===== src/rtl/hall_pattern_generator.sv =====
// BLDC Hall sensor stand-in: steps through a 120/60-degree Hall table with a
// ramping step period, optional one-step invalid-code fault and a code-change strobe.
module hall_pattern_generator #(
  parameter int PERIOD_WIDTH = 32,
  parameter int STROBE_WIDTH = 16,
  parameter int START_PERIOD = 1000000
) (
  input  logic                    clk,
  input  logic                    reset_n,
  input  logic                    enable_sim,
  input  logic                    sim_direction,
  input  logic                    spacing_60,
  input  logic [PERIOD_WIDTH-1:0] target_period,
  input  logic [PERIOD_WIDTH-1:0] ramp_step,
  input  logic [STROBE_WIDTH-1:0] strobe_pulse_duration,
  input  logic                    fault_inject,
  output logic [2:0]              simulated_hall,
  output logic                    hall_sample_strobe,
  output logic                    at_speed,
  output logic [15:0]             erev_count,
  output logic [2:0]              step_index
);
  localparam int PW = PERIOD_WIDTH;
  localparam int SW = STROBE_WIDTH;
  localparam logic [PW-1:0] START = PW'(START_PERIOD);
  localparam logic [PW-1:0] MIN_P = PW'(2);

  typedef enum logic {IDLE, RUN} state_e;

  function automatic logic [2:0] code_of(input logic sp60, input logic [2:0] idx);
    logic [2:0] c;
    c = 3'b000;
    if (!sp60) begin
      case (idx)
        3'd0: c = 3'b001;
        3'd1: c = 3'b011;
        3'd2: c = 3'b010;
        3'd3: c = 3'b110;
        3'd4: c = 3'b100;
        3'd5: c = 3'b101;
        default: c = 3'b000;
      endcase
    end else begin
      case (idx)
        3'd0: c = 3'b000;
        3'd1: c = 3'b001;
        3'd2: c = 3'b011;
        3'd3: c = 3'b111;
        3'd4: c = 3'b110;
        3'd5: c = 3'b100;
        default: c = 3'b000;
      endcase
    end
    return c;
  endfunction

  state_e          state_q, state_d;
  logic [2:0]      hall_q, hall_d, idx_q, idx_d;
  logic            strobe_q, strobe_d, at_q, at_d, fault_q, fault_d;
  logic [SW-1:0]   scnt_q, scnt_d;
  logic [15:0]     erev_q, erev_d;
  logic [PW-1:0]   period_q, period_d, timer_q, timer_d;

  logic [PW-1:0]   t_clamp, ramp_period;
  logic [PW:0]     sum_w;
  logic [2:0]      next_idx;
  logic            idx_wrap, boundary;
  logic [SW-1:0]   dur_m1;

  assign t_clamp  = (target_period < MIN_P) ? MIN_P : target_period;
  assign boundary = (timer_q == period_q - 1'b1);
  assign sum_w    = {1'b0, period_q} + {1'b0, ramp_step};
  assign next_idx = sim_direction ? ((idx_q == 3'd0) ? 3'd5 : idx_q - 3'd1)
                                  : ((idx_q == 3'd5) ? 3'd0 : idx_q + 3'd1);
  assign idx_wrap = sim_direction ? (idx_q == 3'd0) : (idx_q == 3'd5);
  // scnt counts the high cycles still owed after the current one
  assign dur_m1   = (strobe_pulse_duration == '0) ? '0 : strobe_pulse_duration - 1'b1;

  // Saturating ramp toward the clamped target; the subtract path compares
  // the gap first so it can never underflow.
  always_comb begin
    ramp_period = t_clamp;
    if (ramp_step != '0) begin
      if (period_q > t_clamp)
        ramp_period = ((period_q - t_clamp) <= ramp_step) ? t_clamp : period_q - ramp_step;
      else if (period_q < t_clamp)
        ramp_period = (sum_w > {1'b0, t_clamp}) ? t_clamp : sum_w[PW-1:0];
    end
  end

  always_ff @(posedge clk or negedge reset_n) begin
    if (!reset_n) state_q <= IDLE;
    else          state_q <= state_d;
  end

  always_comb begin
    state_d = state_q;
    unique case (state_q)
      IDLE: if (enable_sim)  state_d = RUN;
      RUN:  if (!enable_sim) state_d = IDLE;
    endcase
  end

  always_comb begin
    hall_d   = hall_q;
    idx_d    = idx_q;
    erev_d   = erev_q;
    timer_d  = timer_q;
    period_d = period_q;
    strobe_d = 1'b0;
    scnt_d   = '0;
    fault_d  = fault_q | fault_inject;
    unique case (state_q)
      IDLE: begin
        timer_d  = '0;
        period_d = START;
        if (enable_sim) begin
          hall_d   = code_of(spacing_60, idx_q);
          strobe_d = (strobe_pulse_duration != '0);
          scnt_d   = dur_m1;
        end
      end
      RUN: begin
        if (!enable_sim) begin
          timer_d  = '0;
          period_d = START;
        end else if (boundary) begin
          timer_d  = '0;
          idx_d    = next_idx;
          if (idx_wrap) erev_d = erev_q + 16'd1;
          hall_d   = fault_q ? (spacing_60 ? 3'b010 : 3'b000) : code_of(spacing_60, next_idx);
          fault_d  = fault_inject;
          period_d = ramp_period;
          strobe_d = (strobe_pulse_duration != '0);
          scnt_d   = dur_m1;
        end else begin
          timer_d  = timer_q + 1'b1;
          strobe_d = strobe_q && (scnt_q != '0);
          scnt_d   = (scnt_q != '0) ? scnt_q - 1'b1 : '0;
        end
      end
    endcase
    at_d = (state_d == RUN) && (period_d == t_clamp);
  end

  always_ff @(posedge clk or negedge reset_n) begin
    if (!reset_n) begin
      hall_q   <= 3'b000;
      idx_q    <= 3'd0;
      erev_q   <= 16'd0;
      timer_q  <= '0;
      period_q <= START;
      strobe_q <= 1'b0;
      scnt_q   <= '0;
      fault_q  <= 1'b0;
      at_q     <= 1'b0;
    end else begin
      hall_q   <= hall_d;
      idx_q    <= idx_d;
      erev_q   <= erev_d;
      timer_q  <= timer_d;
      period_q <= period_d;
      strobe_q <= strobe_d;
      scnt_q   <= scnt_d;
      fault_q  <= fault_d;
      at_q     <= at_d;
    end
  end

  assign simulated_hall     = hall_q;
  assign hall_sample_strobe = strobe_q;
  assign at_speed           = at_q;
  assign erev_count         = erev_q;
  assign step_index         = idx_q;
endmodule


===== config.mk =====
export PLATFORM = sky130hd
export DESIGN_NAME = hall_pattern_generator
export DESIGN_NICKNAME = d
export VERILOG_FILES = /design/src/rtl/hall_pattern_generator.sv
export SDC_FILE = /design/constraint.sdc
export NUM_CORES = 1
export LEC_CHECK = 0
export CAP_MARGIN = 40
export CORE_MARGIN = 4
export CORE_UTILIZATION = 40
export CTS_BUF_LIST = sky130_fd_sc_hd__clkbuf_8
export DETAILED_ROUTE_END_ITERATION = 10
export PLACE_DENSITY_LB_ADDON = 0.15
export SLEW_MARGIN = 20
export SYNTH_ARGS = -nofsm -noshare
export SYNTH_HDL_FRONTEND = slang
export SYNTH_SLANG_ARGS = --single-unit

===== constraint.sdc =====
create_clock -name clk -period 8.5 [get_ports clk]
set_input_delay 2.55 -clock clk [delete_from_list [all_inputs] [get_ports clk]]
set_output_delay 2.55 -clock clk [all_outputs]
set_load 0.02 [all_outputs]

---- Yosys cells after proc, flatten, opt, wreduce, memory -nomap -nowiden ----
Index checks and enable logic that the tools add are counted.
cells by class
  $add $sub $neg .......................... 10
  $lt $le $gt $ge ......................... 5
  eq/ne operators ......................... 15
  multiplexer cells ....................... 42
  bitwise gates (word level) .............. 2
  reduce and logical (&&, ||, !) cells .... 11
operators with widths
  operator                                                                number
  32-bit two-way mux                                                      10
  32-bit case mux with 2 select lines                                     2
  16-bit two-way mux                                                      5
  32-bit equality test                                                    2
  32-bit subtractor                                                       2
  3-bit case mux with 6 select lines                                      2
  32-bit by 32-bit adder with 33-bit output                               1
  33-bit by 32-bit > comparator with 1-bit output                         1
  32-bit by 1-bit adder with 32-bit output (second input constant)        1
  32-bit > comparator                                                     1
  32-bit less-or-equal comparator                                         1
  32-bit by 2-bit < comparator with 1-bit output (second input constant)  1
  32-bit < comparator                                                     1
  16-bit case mux with 2 select lines                                     1
  16-bit nonzero test                                                     2
  32-bit nonzero test                                                     1
  16-bit by 1-bit subtractor with 16-bit output (second input constant)   2
  32-bit by 1-bit subtractor with 32-bit output (second input constant)   1
  3-bit case mux with 5 select lines                                      2
  3-bit two-way mux                                                       9
  16-bit by 1-bit adder with 16-bit output (second input constant)        1
  16-bit zero test                                                        1
  3-bit by 2-bit equality test with 1-bit output (second input constant)  4
  3-bit equality test (second input constant)                             4
  other kinds (15)                                                        27
word-level totals
  flip-flop bits (word level) ............. 106
  input bits .............................. 86
  output and inout bits ................... 24
  word-level logic and storage cells ...... 95

---- Longest topological paths before layout ----
  depth in word-level cells ............... 12
  mapped depth ............................ 34
  mapped depth without buffers ............ 33

---- Worst setup path before layout ----
Ideal clock, no wire load.
  path type ............................... input to register
  from .................................... input port target_period[10]
  to ...................................... register at_q (netlist: at_speed)
  library setup time ...................... 95 ps
  arrival ................................. 9,278 ps
  required time ........................... 8,405 ps
  path slack .............................. -873 ps
  stages on the path ...................... 33
  buffers on the path ..................... 0
  cell sequence ........................... nor4_1 > nand4_1 > nor3_1 > or2_2 > inv_1 > ha_1 > nor2b_1 > o21ai_0 > a21oi_1 > o41a_1 > a21oi_1 > a211o_1 > o311a_1 > o31ai_1 > a41o_1 > o41a_1 > a21o_1 > a21oi_1 > xnor2_1 > ha_1 > nand2_1 > nor3_1 > nand4_1 > a21boi_0 > nor3_1 > or2_2 > nor2_1 > a221o_1 > and3_1 > or4_1 > nor4_1 > o2111ai_1 > nor4b_2
on the way
  longest elaborated chain between the ends .. 12
  elaborated cells between the ends (all ways) .. 17
  those cells by class .................... add/sub (1); order compare (5); eq/ne (1); mux (9); reduce/logical (1)
RTL lines
  element                                                                               RTL line  text
  start, declared                                                                       13        input logic [PERIOD_WIDTH-1:0] target_period,
  32-bit by 2-bit < comparator with 1-bit output                                        70        assign t_clamp = (target_period < MIN_P) ? MIN_P : target_period;
  32-bit two-way mux *                                                                  70
  32-bit subtractor or 33-bit by 32-bit > comparator with 1-bit output (tied branches)  85, 87
  32-bit less-or-equal comparator or 32-bit two-way mux (tied branches)                 85, 87
  32-bit two-way mux (on tied branches)                                                 85, 86
  32-bit two-way mux                                                                    84        if (period_q > t_clamp)
  32-bit two-way mux                                                                    83        if (ramp_step != '0) begin
  32-bit two-way mux                                                                    127       end else if (boundary) begin
  32-bit two-way mux                                                                    124       if (!enable_sim) begin
  32-bit case mux with 2 select lines                                                   113       unique case (state_q)
  32-bit equality test *                                                                143       at_d = (state_d == RUN) && (period_d == t_clamp);
  1-bit logical AND *                                                                   143
  net at_d                                                                              59        logic strobe_q, strobe_d, at_q, at_d, fault_q, fault_d;
  end signal, assigned                                                                  166       at_q <= at_d;
  end, declared                                                                         59
Mark *: on every way through the listed nets, which the timed path passes. The rest lies on a longest branch.
A chain may end at the register's enable or synchronous reset.

---- Worst setup path after layout ----
  from .................................... input port target_period[21]
  to ...................................... register at_q (netlist: at_speed)
The elaborated chain is that of the path after synthesis.

==> impl_metrics.tcl <==
set metrics [dict create \
    critPathLaunch "target_period[21]" \
    hold_class "flip-flop to flip-flop" \
    synth_common_cells "nor2_1 (206), ha_1 (169), a21oi_1 (163)" \
    ys_warn_count 0 \
    end_kind "flip-flop" \
    worstPathRequired_ns 8.88 \
    path_clk_slew_ns 0.13 \
    remaining_drc_errors 0 \
    synth_edf_count 0 \
    vias 18300 \
    ys_seq_area_frac 0.175 \
    hp-start "erev_count[5]" \
    antenna_cells 0 \
    netlist.area_leader.share 0.163 \
    ys_seq_elements 106 \
    reg2reg_from "period_q[1]" \
    clkPwrFrac 0.205 \
    p_comb_frac 0.487 \
    max_stage_delay_ns 0.60 \
    track_usage 0.339 \
    dieHeight_um 203 \
    yosysMostFrequentCell "nor2_1" \
    final_layout_size_suffix_gt1_frac 0.262 \
    grt_pass1_wl_um 108000 \
    cts_root_buf "clkbuf_8" \
    p_sw_mw 0.693 \
    slew_headroom 0.479 \
    yosysTopAreaCell "dfrtp_1" \
    cp.arrival_ns 9.52 \
    crit_top_cell "buf_4" \
    crit_path_top_delay_cell "a2bb2oi_1" \
    dr.first_iter.drc_count 1425 \
    grt_pass1_vias 17900 \
    synthArstFlopShare 1.00 \
    synth.avg_cell_area_um2 7.57 \
    crit_type "primary input to flip-flop" \
    io_buffers 109 \
    clock.fmax_mhz 109 \
    sw_frac_of_total 0.405 \
    cts_buffer_depth 2 \
    die_w_um 203 \
    htree_levels 3 \
    layout.nets 2783 \
    period_share 1.08 \
    intPower_mw 1.02 \
    die_area_um2 41300 \
    synthesis.nets 2271 \
    hpwl_um 59400 \
    clkSinkCount 106 \
    synth_cell_types 101 \
    drv_cap 0 \
    nFillCells 3656 \
    synthTopCellsByArea "dfrtp_1 (16%), ha_1 (14%), xnor2_1 (7.1%), a21oi_1 (5.4%), nor2_1 (5.1%)" \
    outcome "finished, violations left" \
    io_pins 110 \
    tns_ns -3.42 \
    crit_fanout 20 \
    drv_slew 0 \
    initial_utilization 0.405 \
    critPathLaunchType "primary input" \
    post_drt_wl_per_cell_um 23.9 \
    p_per_area_nw_per_um2 81.1 \
    cts_tree "yes" \
    period_needed_ns 9.14 \
    sequentialPowerShare 0.308 \
    pre_cts_slack_ns -1.71 \
    placementRows 71 \
    worstMarginPinSlew_ns 0.781 \
    syn_area_um2 15200 \
    leakage_nw 9.60 \
    first_pass_iters 7 \
    grt_max_degree 57 \
    wirelength_um 72800 \
    finalSetupViolations 16 \
    setup_ws_ns -0.640 \
    globalplace.congestion 1.09 \
    vdd_drop_max_v 0.000108 \
    antenna_found_initial 0 \
    core_um2 37700 \
    clock-skew-final_ns 0.0184 \
    ant_nets 0 \
    clock_latency_ns 0.46 \
    synthCells 2013 \
    drt-vias-per-instance 6.03 \
    area_growth_pct 38.4 \
    grt_overflow_total 0 \
    violations "setup timing" \
    rsz0062_at_grt "yes" \
    synth_flop_cell "dfrtp_1" \
    cts_made_buffers 9 \
    hold_viol_final 0 \
]
==> sequential cells by signal, summed over array words and instances (netlist names) <==
name and count:
simulated_hall 3, erev_count 16, period_q 32, scnt_q 16, fault_q 1, timer_q 32
hall_sample_strobe 1, step_index 3, at_speed 1, state_q 1
==> critical path: cells and delay by family <==
family | cells | cell delay (ns)
mux | 1 | 0.15
fa+ha+maj | 2 | 0.51
buf+inv | 5 | 0.79
compound gates | 15 | 3.64
simple gates | 10 | 1.72
xor+xnor | 1 | 0.13
==> final timing paths <==
check / end / cells after the start / slack, ns
setup / recovery: at_speed / 34 / -0.64
hold / removal: erev_count[5] / 1 / 0.51
hold reg to reg: erev_count[5] / 1 / 0.51
max in group asynchronous: scnt_q[9] / 3 / 5.36
min in group asynchronous: erev_count[11] / 1 / 1.91
setup reg to reg: at_speed / 29 / 1.51
==> power groups by stage <==
| stage | Clock, mW | Combinational [mW] | Sequential, mW |
|---|---|---|---|
| 6_report | 0.351 | 0.833 | 0.527 |
| 5_1_grt | 0.380 | 0.883 | 0.529 |
| 4_1_cts | 0.363 | 0.777 | 0.527 |
| 3_5_place_dp | 0 | 0.755 | 0.536 |
| 3_3_place_gp | 0 | 0.753 | 0.536 |
| 2_1_floorplan | 0 | 0.343 | 0.537 |
==> per-layer routing <==
| layer | vias up | track usage | wire [um] |
|---|---|---|---|
| met4 | 0 | 0.142 | 3430 |
| li1 | 8494 | - | - |
| met5 | - | 0 | 0 |
| met2 | 836 | 0.541 | 32700 |
| met1 | 8824 | 0.456 | 30500 |
| met3 | 177 | 0.0579 | 6180 |
==> final cells by class <==
cell class	instances	area [um2]	area share
clock buffer	9	124	0.00587
clock inverter	7	88.8	0.00421
inverter	136	513	0.0243
multi-input combinational	1692	12400	0.586
sequential	106	2660	0.126
tap	511	639	0.0303
timing repair buffer	580	4710	0.223
==> cells in the final DEF, fill, tap and decap left out, drive strengths merged, types with 78 or more instances in the layout <==
cell,Yosys,final
clkdlybuf4s50,0,78
dfrtp,99,99
inv,135,138
buf,13,479
xnor2,123,123
ha,169,169
a21oi,164,164
nand2,131,131
o21ai,86,86
nor2,206,206
==> cells by family after synthesis <==
group | after synthesis | share of synthesized area
compound gates | 571 | 0.253
xor+xnor | 186 | 0.108
fa+ha+maj | 173 | 0.143
buf+inv | 215 | 0.0556
flops | 106 | 0.175
mux | 20 | 0.0135
simple gates | 742 | 0.252
==> metrics by stage <==
| stage | hold WS (ns) | instances | utilization | area, um2 | total power [mW] |
|---|---|---|---|---|---|
| 2_1_floorplan | 0.466 | 2013 | - | 15400 | 0.880 |
| 3_3_place_gp | 0.457 | 3000 | 0.534 | 20100 | 1.29 |
| 3_5_place_dp | 0.487 | 3001 | 0.534 | 20100 | 1.29 |
| 4_1_cts | 0.509 | 3027 | 0.549 | 20700 | 1.67 |
| 5_1_grt | 0.525 | 3041 | 0.560 | 21100 | 1.79 |
| 6_report | 0.506 | 3041 | 0.560 | 21100 | 1.71 |
==> timing repair <==
item	CTS	global route
gates resized for setup	129	99
setup buffers	11	19
hold buffers	0	0
endpoints found under the setup margin	33	33
pin swaps	53	46
cloned	0	1
(Power assumes the default switching activity.)
